**config.mk**
```make
export PLATFORM = sky130hd
export DESIGN_NAME = upsampler_feed_fifo_flat
export DESIGN_NICKNAME = d
export VERILOG_FILES = /design/src/rtl/upsampler_feed_fifo_if.sv /design/src/rtl/upsampler_feed_fifo.sv /design/src/flat_wrapper.sv
export SDC_FILE = /design/constraint.sdc
export NUM_CORES = 1
export LEC_CHECK = 0
export ABC_AREA = 1
export CORE_MARGIN = 5
export CORE_UTILIZATION = 50
export CTS_BUF_LIST = sky130_fd_sc_hd__clkbuf_2
export CTS_CLUSTER_DIAMETER = 200
export DETAILED_ROUTE_END_ITERATION = 7
export GPL_TIMING_DRIVEN = 0
export HOLD_SLACK_MARGIN = 0.08
export PLACE_DENSITY = 0.77
export RECOVER_POWER = 50
export SETUP_SLACK_MARGIN = 0.1
export SYNTH_ARGS = -nofsm -noshare
export SYNTH_HDL_FRONTEND = slang
export SYNTH_SLANG_ARGS = --single-unit
```
**constraint.sdc**
```tcl
create_clock -name clk -period 6.5 [get_ports clk]
set_input_delay 1.3 -clock clk [delete_from_list [all_inputs] [get_ports clk]]
set_output_delay 1.3 -clock clk [all_outputs]
set_load 0.005 [all_outputs]
```
**src/rtl/upsampler_feed_fifo_if.sv**
```systemverilog
// upsampler_feed_fifo_if: valid/ready sample stream from the SoC into the feed FIFO
interface upsampler_feed_fifo_if #(parameter int DW = 16);
  logic [DW-1:0] tdata;
  logic tvalid;
  logic tready;
  modport master (output tdata, output tvalid, input tready);
  modport slave (input tdata, input tvalid, output tready);
endinterface

```
**src/rtl/upsampler_feed_fifo.sv**
```systemverilog
// upsampler_feed_fifo: primed sample FIFO presenting one registered sample per upsampler request
module upsampler_feed_fifo #(
  parameter int DW = 16,
  parameter int DEPTH = 32,
  parameter int PRIME_LEVEL = 16,
  parameter bit HOLD_LAST = 1'b0
) (
  input  logic clk,
  input  logic reset_n,
  input  logic enable,
  input  logic clr,
  upsampler_feed_fifo_if.slave s,
  input  logic sample_req,
  output logic [DW-1:0] filter_in,
  output logic [$clog2(DEPTH):0] level,
  output logic running,
  output logic [15:0] underflow_cnt,
  output logic underflow_sticky
);
  localparam int AW = $clog2(DEPTH);
  typedef enum logic [1:0] {IDLE, PRIME, RUN} state_t;
  state_t state, state_nxt;
  logic [DW-1:0] mem [DEPTH];
  logic [DW-1:0] last;
  logic [AW-1:0] wr_ptr, rd_ptr;
  logic push, pop, req, under, empty;
  assign s.tready = level != (AW+1)'(DEPTH);
  assign empty = level == '0;
  assign push = s.tvalid & s.tready & ~clr;
  assign req = (state == RUN) & enable & sample_req & ~clr;
  assign pop = req & ~empty;
  assign under = req & empty;
  // state register
  always_ff @(posedge clk or negedge reset_n)
    if (!reset_n) state <= IDLE;
    else state <= state_nxt;
  // next state: clr restarts priming, dropping enable always parks in IDLE
  always_comb begin
    state_nxt = clr ? (enable ? PRIME : IDLE) :
                !enable ? IDLE :
                state == IDLE ? PRIME :
                (state == PRIME && level >= (AW+1)'(PRIME_LEVEL)) ? RUN : state;
  end
  // state-decoded outputs
  always_comb begin
    running = state == RUN;
  end
  // sample storage; contents need no reset since level gates every read
  always_ff @(posedge clk)
    if (push) mem[wr_ptr] <= s.tdata;
  // pointers, level, output register and underflow status
  always_ff @(posedge clk or negedge reset_n)
    if (!reset_n) begin
      wr_ptr <= '0;
      rd_ptr <= '0;
      level <= '0;
      last <= '0;
      filter_in <= '0;
      underflow_cnt <= '0;
      underflow_sticky <= 1'b0;
    end else if (clr) begin
      wr_ptr <= '0;
      rd_ptr <= '0;
      level <= '0;
      last <= '0;
      filter_in <= '0;
      underflow_cnt <= '0;
      underflow_sticky <= 1'b0;
    end else begin
      if (push) wr_ptr <= wr_ptr + 1'b1;
      if (pop) rd_ptr <= rd_ptr + 1'b1;
      if (pop) last <= mem[rd_ptr];
      level <= level + (AW+1)'(push) - (AW+1)'(pop);
      filter_in <= (state != RUN || !enable) ? '0 :
                   pop ? mem[rd_ptr] :
                   under ? (HOLD_LAST ? last : '0) : filter_in;
      if (under) underflow_cnt <= underflow_cnt + 16'(underflow_cnt != 16'hFFFF);
      if (under) underflow_sticky <= 1'b1;
    end
endmodule
```
**src/flat_wrapper.sv**
```systemverilog
// flat-port wrapper written by rule: the top's interface ports become plain ports
module upsampler_feed_fifo_flat 
#(
  parameter int DW = 16,
  parameter int DEPTH = 32,
  parameter int PRIME_LEVEL = 16,
  parameter bit HOLD_LAST = 1'b0
)
  (clk, reset_n, enable, clr, sample_req, filter_in, level, running, underflow_cnt, underflow_sticky, s_tdata, s_tvalid, s_tready);
  upsampler_feed_fifo_if #(.DW(DW)) s_i ();
  input  logic clk;
  input  logic reset_n;
  input  logic enable;
  input  logic clr;
  input  logic sample_req;
  output logic [DW-1:0] filter_in;
  output logic [$clog2(DEPTH):0] level;
  output logic running;
  output logic [15:0] underflow_cnt;
  output logic underflow_sticky;
  input wire logic [$bits(s_i.tdata)-1:0] s_tdata;
  input wire logic [$bits(s_i.tvalid)-1:0] s_tvalid;
  output wire logic [$bits(s_i.tready)-1:0] s_tready;
  assign s_i.tdata = s_tdata;
  assign s_i.tvalid = s_tvalid;
  assign s_tready = s_i.tready;
  upsampler_feed_fifo #(.DW(DW), .DEPTH(DEPTH), .PRIME_LEVEL(PRIME_LEVEL), .HOLD_LAST(HOLD_LAST)) u_core (.clk(clk), .reset_n(reset_n), .enable(enable), .clr(clr), .s(s_i), .sample_req(sample_req), .filter_in(filter_in), .level(level), .running(running), .underflow_cnt(underflow_cnt), .underflow_sticky(underflow_sticky));
endmodule
```
==> results of run 1 <==
[through the flow]
stage / instance area, um2 / util, %
after floorplan: 24300 / -
after global placement: 25700 / 53.6
after detailed placement: 25800 / 54.0
after CTS: 27100 / 56.7
after global routing: 27100 / 56.6
final: 27100 / 56.6
[worst paths after layout]
kind | start | to | slack (ns) | cells after the start
hold reg to reg | u_core.filter_in[9] | u_core.filter_in[9] | 0.49 | 2
hold / removal | clr | u_core.level[1] | 0.43 | 2
setup reg to reg | u_core.level[2] | u_core.mem[17][3] | 3.11 | 8
setup / recovery | u_core.level[4] | s_tready | 2.73 | 4
min in group asynchronous | reset_n | u_core.rd_ptr[0] | 0.61 | 1
max in group asynchronous | reset_n | u_core.underflow_cnt[1] | 3.47 | 2
[registers in the layout, summed over array words and instances (netlist names)]
signal / cells
u_core.level: 6
u_core.mem: 512
u_core.filter_in: 16
u_core.state: 2
u_core.wr_ptr: 5
u_core.underflow_sticky: 1
u_core.rd_ptr: 5
u_core.underflow_cnt: 16
[worst reg2reg max path: stages (launching register included)]
cell and delay, ns:
dfrtp_1 0.40, inv_1 0.09, ha_1 0.22, nand4_1 0.14
nand2_1 0.18, nor2_1 0.40, nand2_1 0.47, nor2_1 0.91
buf_4 0.32
[power by group]
group / internal [mW] / switching (mW)
Sequential: 3.99 / 0.0175
Clock: 1.04 / 1.41
Combinational: 0.0925 / 0.238
[layout make-up]
class	instances	share of cell area [%]
Antenna cell	5	0.0462
Buffer	112	2.36
Multi-Input combinational cell	1390	22.4
Clock buffer	205	3.79
Clock inverter	36	1.01
Inverter	256	3.56
Timing Repair Buffer	72	2.46
Sequential cell	563	61.5
Tap cell	615	2.84
[per-layer routing]
metal	global-route usage [%]	part of all wire, %
met5	0	0
met1	33.9	38
met4	11.9	4.7
met2	41.0	46
met3	8.25	12
[cells in the final DEF, fill, tap and decap left out]
master           instances
dlygate4sd3_1            4
nor2_1                 120
nor4_1                   1
o21ai_0                 43
buf_1                    5
buf_8                    8
buf_4                   10
nor3_1                  11
or2_2                    1
clkbuf_2               205
clkinvlp_4               1
ha_1                    17
edfxtp_1               512
inv_1                  248
bufinv_16                5
buf_2                   64
dfrtp_1                 51
inv_4                    1
a31oi_1                  2
xor2_1                   3
a21oi_1                 42
o21ai_1                  1
diode_2                  5
clkinv_1                21
clkbuf_1                35
buf_6                   15
fa_1                     1
clkinv_2                 3
inv_2                   13
nand4_1                 20
and2_1                   1
nand2_2                  1
nor2_2                  32
nand2_1                766
nand3_1                328
clkdlybuf4s50_1         43
[kinds of logic (layout without fill, tap and decap cells)]
| kind of cell | Yosys count | after routing | synth area share, % |
|---|---|---|---|
| DFF | 563 | 563 | 68.6 |
| xor gates and xnor gates | 3 | 3 | 0.108 |
| adders and majority gates | 18 | 18 | 0.958 |
| and+or+nand+nor | 1281 | 1281 | 21.9 |
| buffers and inverters | 368 | 681 | 6.65 |
| other | 0 | 5 | 0 |
| AOI/OAI and AO/OA | 88 | 88 | 1.82 |
==> results.txt, run 1 <==
The maximum number of pins on one net before global-route repair is 33. Walking the worst path, the cells encountered are inv_1 > ha_1 > nand4_1 > clkdlybuf4s50_1. The critical path's slowest cell is clkdlybuf4s50_1. For this configuration, the core starts out at a cell density of ~51%. The height of the chip is around 230 um. The cell sitting at the root of the clock tree is a clkbuf_2. The tightest min-delay check is of the in2reg type. The clock latency on the worst-skew pair came out at ~1.2 ns. Dividing the synthesized area by the synthesized cell count gives around 10 um2.

Port buffering added 61 buffers. The pre-antenna-repair detailed-routing pass consisted of 6 iterations. The remaining design rule violation count came out at 0. The number of buffers added by the clock tree synthesis step came out at 141. In this run the tightest slew margin relative to its limit is -47.4%.

The final reports fail on max-capacitance violations, max-slew violations. The maximum buffer depth of the clock tree came out at 3. The share of synthesized area occupied by flip-flops and latches came out at approximately two thirds. The violation count after the first detailed-route iteration came out at approximately 2200. The number of nets in the synthesized netlist came out at roughly 2400. The CTS tree is built. The fill cell total of the finished layout came out at a little over 4000.

The relative area change from synthesis to final layout came out at 11.5%. Across all setup checks in the final design, the least slack found is between 2 and 3 ns. The global route total overflow came out at 0. The number of nets at the end of the flow is roughly 2600.

The worst clock skew came out at about 0.086 ns. The flip-flop and latch count after synthesis is ~560. Counting instances in the post-synthesis netlist gives the leading cell types as nand2_1, edfxtp_1, nand3_1. The number of H-tree levels is 4. The number of synthesized flops with an enable pin came out at a little over 500. nand2_1 is the most common cell in the netlist. Dividing the detail-routed via count by the number of cells gives around 5.5. Yosys mapped the design onto 29 distinct sky130hd cell types. The number of synthesis warnings is 0.

The area taken by flip-flops and latches came out at approximately 17000 um2. The overall global routing resource usage came out at 26.2%. Before CTS, the worst setup slack after placement is roughly 2.1 ns. The number of buffers added for setup after CTS came out at 0.

STA classifies the critical path endpoint as a primary output. The minimum hold slack is between 0.4 and 0.5 ns. For this run, the slowest stage of the critical path takes 0.48 ns. The detail route stage leaves a number of antenna-violating nets equal to 0. The detailed-route via count came out at 18000.

The mean routed wirelength per cell is between 20 and 25 um. The wire length of the first global-routing pass is just over 100000 um. The number of cell rows is 80. By area the synthesized netlist is led by edfxtp_1, nand2_1, nand3_1, dfrtp_1, inv_1. After detailed placement, the design holds a cell count of between 3000 and 4000. The initial antenna violation count is 2. The number of global-route vias before repair is ~18000.

The final critical-path required period came out at about 3.8 ns. The filler-free cell count of the finished design is between 3000 and 4000. The count of mapped cells out of synthesis is approximately 2300. The quantity of hold-fixing buffers added after cts came out at 0.

Across the run, the number of max-cap violations was 17. The sum of buffers and inverters on the critical path is 2. Routability-driven placement finished with a final weighted congestion of between 0.9 and 1.

After synthesis, the largest area contributor takes up between 60% and 70% of total cell area. At the pin with the least slew margin, the transition time is 2.21 ns. The maximum net fanout on the critical path came out at 4. Detailed placement finished with a half-perimeter wire length of between 40000 and 50000 um. The multi-input combinational cells in the finished layout cover a total of between 6000 and 7000 um2.

The number of hold-slack violations in the final timing report came out at 0. The static leakage came out at ~11 nW. The number of cells upsized or downsized after cts is 0. The final-report max-slew violation count is 516. Setup violations remaining at the end of the flow were counted as 0. For this run, the top clock speed supported by timing is between 200 and 300 MHz. The fraction of synthesis flops using an asynchronous set or reset pin came out at 9.06%. The detailed-route wire length came out at around 70000 um. The die outline area came out at 53100 um2. The die is approximately 230 um wide.

The number of clock sinks is around 560. The post-route netlist has 13.6% of its cells at a drive strength greater than 1. Setup repair after global routing left no endpoint under its margin.

The critical path is of the reg2out type. Power spread over the standard cell area amounts to 250 nW/um2. Summed over all instances, the cell type with the most area after synthesis is edfxtp_1. STA classifies the critical path startpoint as a flop. The cell type group with the largest total delay on the critical path is buffers and inverters. The data arrival at the endpoint of the critical path is approximately 2.5 ns. The flow ran to the end, but the final reports show violations.

The I/O pin total is 63. The final sum of negative setup slack came out at 0 ns. The total power consumption of the routed design came out at around 6.8 mW.

Summing every instance area after synthesis gives between 20000 and 25000 um2. In the finished design, the share of the clock period the worst path needs comes to 58.0%. The data required time of the worst path came out at ~5.2 ns. The post-CTS clock slew at the launch and capture registers of the worst setup and hold paths is around 0.1 ns. In the synthesized netlist the dominant register cell turns out to be edfxtp_1. The largest voltage drop on the vdd net is approximately 0.19 mV. The region available for standard cell placement spans approximately 48000 um2.
(Power assumes the default switching activity.)
==> run 2, diff against run 1 <==
- clock period: 6.5 -> 3.5 ns (I/O delays scaled with it)
==> results.txt, run 2 (synthesis results as in run 1) <==
The run finished, with violations left. The final reports fail on max-capacitance violations, max-slew violations. TritonCTS built the clock tree. For this run, the post-layout net count is about 2600.

The relative area change from synthesis to final layout came out at 11.6%. The height of the chip came out at around 230 um. The final sum of negative setup slack came out at 0 ns. The weighted congestion reported at the end of routability-driven placement is slightly below 1. The final-report max-slew violation count was slightly below 500. The library cell used most frequently in the layout, excluding fill and tap cells, is nand2_1. The post-CTS clock slew at the launch and capture registers of the worst setup and hold paths is ~0.1 ns. The initial antenna violation count is 2. The path class of the tightest hold or removal check is in2reg.

The detailed-route via count came out at between 15000 and 20000. The setup check on the worst reg-to-reg path leaves a slack of 0.27 ns. Once layout is complete, the utilization of the core stands at a little under three fifths. The root cell of the clock tree is clkbuf_2.

Between clock sinks in the finished design, the worst skew comes to 0.0898 ns. The path with the worst hold slack has its endpoint at u_core.state[0]. The maximum buffer depth of the clock tree is 3. The remaining antenna violation count after routing came out at 0.

Before antenna repair, the detailed router went through 6 iterations. At the worst endpoint, the required time is 4.33 ns. The maximum net fanout on the critical path is 10. In the layout the commonest cells are nand2_1, edfxtp_1, nand3_1.

The final worst-path cycle share came out at 92.2%. The detailed-route wire length came out at 70400 um. CTS built an H-tree with a depth of 4. At the pin with the least slew margin, the transition time is around 2.3 ns.

The floorplan step set the die width to 230 um. The floorplan step defined a die boundary enclosing between 50000 and 60000 um2. The data arrival at the endpoint of the critical path is 4.05 ns. Timing would allow up to around 310 MHz.

The maximum number of pins on one net before global-route repair came out at 33. Setup repair after global routing left no endpoint under its margin. Setup violations remaining at the end of the flow were counted as 0. The endpoint of the worst register-to-register path is u_core.mem[17][3]. The final critical-path required period came out at between 3 and 4 ns.

The violation count after the first detailed-route iteration is 2170. The number of clock sinks came out at approximately 560. The startpoint identified for the worst register-to-register timing path is u_core.level[2]. For this run, design rule violations remaining after detail routing come to 0.

The number of buffers added by the clock tree synthesis step is between 100 and 150. The number of global-route vias before repair came out at 17600. The wire length of the first global-routing pass is 104000 um. The source of the worst hold timing path is enable. The filler-free cell count of the finished design came out at about 3300. The total core area came out at about 48000 um2. The HPWL after detailed placement is approximately 46000 um.

The worst setup path is captured at a flop. Across the run, the number of max-cap violations was 16. The worst hold path passes through 3 cells. The number of buffers added for setup after CTS is 0. During placement, the flow inserted port buffers numbering a little over 60.

The register with the most flip-flops is u_core.mem. Across all hold checks on the routed design, the worst slack comes to 0.188 ns. The overall global routing resource usage came out at 26.2%. The power density relative to cell area is roughly 460 nW/um2.

The largest registers in the layout are u_core.mem x512, u_core.filter_in x16, u_core.underflow_cnt x16. Across all setup checks in the final design, the least slack found is 0.271 ns. The cell depth of the worst flop-to-flop path came out at 8. The number of cell rows is 80. The share of final-layout standard cells stronger than drive strength 1 is 13.7%.

The fill cell total of the finished layout came out at about 4100. The number of flip-flops in the largest register is roughly 510. Prior to clock tree synthesis, the placed netlist has a worst setup slack of -0.270 ns. The nature of the critical path startpoint is a flop. The kind of critical path is reg2reg. The number of hold-slack violations in the final timing report was 0. Dividing the detail-routed wire length by the instance count gives ~22 um. The global route total overflow came out at 0. The I/O pin total is 63. The largest voltage drop on the vdd net came out at 0.356 mV.

Headroom to the max-slew limit came out at -51.5%. The via count normalized by instance count is between 5 and 6. The analysis attributes to cell leakage a power of between 10 and 15 nW. The clock latency on the worst-skew pair came out at between 1 and 1.5 ns.

The number of cells in the design after placement is 3008. For this configuration, the core starts out at a cell density of between 50% and 60%.
==> run 2: changes by cell type in the layout (fill, tap and decap cells not counted) <==
cell,previous run,this run
buf_4,10,11
o21ai_0,43,42
nor2_4,0,1
clkbuf_1,35,34
clkdlybuf4s50_1,43,44
o21ai_1,1,2
nor2_1,120,119
dlygate4sd3_1,4,5
==> run 2: layout make-up <==
class                   instances  area, um2  share of cell area (%)
flip-flops and latches        563      16700                    61.4
plain buffers                 112        643                    2.37
inverters                     256        963                    3.55
clock buffers                 205       1030                    3.78
diodes                          5       12.5                  0.0462
clock inverters                36        274                    1.01
well taps                     615        769                    2.84
repair buffers                 74        686                    2.53
multi-input cells            1390       6080                    22.4
==> run 2: power breakdown <==
group          internal, mW  switching, mW  total, mW
sequential             7.41         0.0326       7.44
clock                  1.92           2.62       4.54
combinational         0.174          0.445      0.619
total                  9.51           3.10       12.6
==> run 2: metrics by stage <==
step,area (um2),power (mW)
2_1_floorplan,24300,7.87
3_3_place_gp,25700,8.18
3_5_place_dp,25800,8.20
4_1_cts,27200,12.6
5_1_grt,27100,13.0
6_report,27100,12.6
==> run 2: timing repair <==
action / 4_1_cts / 5_1_grt
hold buffers: 2 / 0
endpoints found under the setup margin: 8 / 0
endpoints found under the hold margin: 70 / 0
gates resized for setup: 1 / 0
==> run 2: per-layer routing <==
metal | up-vias | track usage, % | part of all wire [%]
li1 | 8207 | - | -
met1 | 8460 | 34.0 | 37
met2 | 1110 | 41.0 | 46
met3 | 185 | 7.90 | 12
met4 | 0 | 12.1 | 4.6
met5 | - | 0 | 0
==> run 2: worst max-delay path: stages, from the launching register on <==
cell     delay, ns
dfrtp_1       0.40
inv_1         0.08
ha_1          0.22
nand4_1       0.14
nand2_1       0.19
nor2_2        0.29
nand2_1       0.42
nor2_1        0.89
buf_4         0.31
==> run 2: how the worst max path moves through the flow <==
stage	start	endpoint	slack (ns)
2_1_floorplan	clr	u_core.level[4]	0.63
3_3_place_gp	s_tvalid	u_core.mem[31][0]	-0.50
3_5_place_dp	s_tvalid	u_core.mem[18][15]	-0.27
4_1_cts	u_core.level[4]	u_core.mem[2][15]	0.09
5_1_grt	reset_n	u_core.level[2]	0.16
6_report	u_core.level[2]	u_core.mem[17][3]	0.27
==> run 3, diff against run 2 <==
- ABC_AREA: 1 -> 0
- SKIP_CTS_REPAIR_TIMING: not set -> 1
==> results.txt, run 3 <==
The post-synthesis cell type with the largest combined area is edfxtp_1. A synthesized cell averages around 19 um2. The detailed-route via count came out at 13000. The maximum number of pins on one net before global-route repair came out at 33. The highest achievable clock rate is ~300 MHz. For this configuration, the core starts out at a cell density of between 50% and 60%. The synthesized netlist occupies a cell area of between 20000 and 25000 um2. The count of mapped cells out of synthesis came out at ~1200.

Setup repair after global routing could not meet its margin everywhere. The remaining antenna violation count after routing came out at 0. The most common cell in the synthesized netlist is edfxtp_1. The total power consumption of the routed design is ~13 mW. The relative area change from synthesis to final layout came out at 13.4%. The largest voltage drop on the vdd net came out at roughly 0.29 mV.

After detailed routing, the average wire length per cell comes to about 26 um. The final reports fail on max-capacitance violations, max-slew violations. The primary flip-flop cell chosen by synthesis mapping is edfxtp_1. Leaving out fill and tap cells, the most frequent cell in the layout is edfxtp_1. Summing all placed instances gives a cell area of around 24000 um2. The most common cell type on the critical path is clkbuf_1. The setup slack on the worst flop-to-flop path is 0.22 ns. The number of H-tree levels came out at 4. Data arrives at the worst endpoint at 4.20 ns. The worst setup path is launched from a flop. The register with the most flip-flops in the final layout is u_core.mem.

After clock tree synthesis, the clock-pin slew on the worst setup and hold paths is about 0.1 ns. The clock latency on the worst-skew pair came out at roughly 1.1 ns. The die outline area is roughly 49000 um2.

The number of cell rows is 77. In the layout the commonest cells are edfxtp_1, clkbuf_2, mux4_2. Summed over all layers, the global routing overflow is 0. Among cell families on the critical path, the largest total delay comes from buffers and inverters. Sorting the synthesized cells by area gives the leading types as edfxtp_1, mux4_2, dfrtp_1, mux2_2, mux2i_1. The number of failing setup endpoints in the final timing report is 0. For the worst flop-to-flop path, the logic depth is 6. The height of the chip came out at 222 um.

The filler-free cell count of the finished design came out at about 2100. The final worst-path cycle share came out at between 90 and 100%. The data required time of the worst path came out at ~4.4 ns. The I/O pin total came out at 63. Cells with a size suffix above 1 make up 29.8% of the layout.

The count of cell types in the netlist is 62. The worst setup path is of the reg2reg kind. The number of synthesis warnings is 0.

The count of cells along the worst hold path is 2. Counting the buffers created by CTS gives 136. The CTS tree is built. The initial antenna violation count was 1. The sort of element at the end of the critical path is a flop. The remaining design rule violation count is 0. For this run, the total global-route usage over all layers was measured as 22.5%.

The wire length of the first global-routing pass came out at approximately 83000 um. The share of Yosys cell area claimed by the top area cell type came out at between 60 and 70%. The number of flip-flops in the largest register came out at 512. The maximum net fanout on the critical path came out at 10. The total core area came out at between 40000 and 50000 um2. The final sum of negative setup slack is 0 ns. Synthesis inferred between 500 and 600 register bits. By count the netlist is led by edfxtp_1, mux4_2, mux2_2. The number of nets at the end of the flow came out at ~1500. The maximum buffer depth of the clock tree is 3. The fraction of synthesis flops using an asynchronous set or reset pin came out at a little under a tenth.

The number of global-route vias before repair came out at ~13000. The number of clock sinks is 563. The worst slew margin relative to its limit came out at -24.6%. In this run the static leakage power is 8.42 nW. The transition time of the tightest slew-check pin came out at 1.87 ns. The detailed placer's ending HPWL is ~36000 um. In this design, the stage delay of the slowest critical-path cell is around 0.82 ns. The power density relative to cell area is roughly 490 nW/um2. The number of optimization iterations in the first detailed-route pass came out at 7. The x dimension of the die came out at 222 um.

The largest registers in the layout are u_core.mem x512, u_core.filter_in x16, u_core.underflow_cnt x16. The critical path depth in cells came out at 6. The number of cells in the design after placement is 1888.

The critical path goes through clkbuf_1 > clkbuf_1 > clkbuf_1 > mux2i_1 > o211a_1 > a311oi_1. The utilization after layout is a little under three fifths. The number of nets in the synthesized netlist came out at between 1000 and 1500.

The post-route cell area is approximately 26000 um2. The final-report max-slew violation count came to about 360. The slowest stage of the critical path is the clkbuf_1 cell. The total of buffers placed on input and output ports came out at 61.

After detailed routing, the total wire length is between 50000 and 60000 um. The worst hold path belongs to the class in2reg. The via count normalized by instance count came out at 6.10. The flow ran to the end, but the final reports show violations. After the first detailed-routing iteration, the DRC count stood at 1892. The weighted congestion reported at the end of routability-driven placement came out at just under 1. The synthesized design contains 512 enable-type register cells. The number of max-cap violations came out at 11. The number of hold-slack violations in the final timing report is 0. Sequential cells were found to cover 73.8% of the synthesized design area. The root cell of the clock tree is clkbuf_2.

For the final database, setup skew stands at 0.0710 ns. The final critical-path required period came out at around 3.3 ns. The sum of buffers and inverters on the critical path came out at 3.
-- run 3: changes by cell type after synthesis, moves of 16 or more --
| cell | change |
|---|---|
| mux4_2 | +80 |
| inv_1 | -226 |
| mux2_2 | +67 |
| nor2_1 | -100 |
| nand2_1 | -731 |
| o21ai_0 | -29 |
| nand3_1 | -308 |
| a222oi_1 | +16 |
| a22oi_1 | +17 |
| mux2i_1 | +44 |
| buf_2 | -43 |
-- run 3: cells by family (layout without fill, tap and decap cells) --
logic type / count (synthesis) / after routing / share of synthesized area [%]
AND/OR/NAND/NOR: 177 / 177 / 4.27
XOR/XNOR: 12 / 12 / 0.466
multiplexers: 191 / 191 / 13.3
other: 0 / 3 / 0
flip-flops: 563 / 563 / 73.8
adder cells (fa/ha/maj): 18 / 18 / 1.03
AO/OA/AOI/OAI: 157 / 157 / 5.22
buffers and inverters: 90 / 413 / 1.89
-- run 3: metrics by stage --
step | hold slack [ns] | worst slack, ns
detailed placement | 0.541 | -0.745
finish | 0.374 | 0.216
floorplan | 0.404 | 0.599
global placement | 0.528 | -0.683
global route | 0.297 | 0.0729
CTS | -0.471 | -0.00253
-- run 3: routing by layer --
layer	vias to the layer above	global-route usage (%)	share of wire, %
li1	5456	-	-
met1	6534	30.0	38
met2	852	35.1	47
met3	129	6.10	11
met4	0	9.80	4.1
met5	-	0	0
-- run 3: worst paths after layout --
path,from,endpoint
max reg2reg,u_core.rd_ptr[2],u_core.filter_in[1]
max in group asynchronous,reset_n,u_core.filter_in[10]
min reg2reg,u_core.underflow_sticky,u_core.underflow_sticky
min in group asynchronous,reset_n,u_core.filter_in[4]
max,u_core.rd_ptr[2],u_core.filter_in[1]
min,enable,u_core.state[1]
-- run 3: layout make-up --
cell class / instances / area, um2
buffer: 69 / 338
inverter: 21 / 78.8
fill: 3293 / 18800
clock inverter: 31 / 265
clock buffer: 202 / 1010
tap: 592 / 741
sequential: 563 / 16700
multi-input combinational: 555 / 5550
antenna: 3 / 7.51
timing repair buffer: 90 / 933
-- run 3: worst reg2reg max path, stage by stage (launching register included) --
cell and delay (ns):
dfrtp_1 0.33, clkbuf_1 0.35, clkbuf_1 0.66, clkbuf_1 0.82, mux2i_1 0.33, o211a_1 0.37, a311oi_1 0.29
-- run 3: power breakdown --
group	internal, mW	switching (mW)	total (mW)
clock	1.90	2.53	4.42
combinational	0.264	0.471	0.735
sequential	7.41	0.0420	7.46
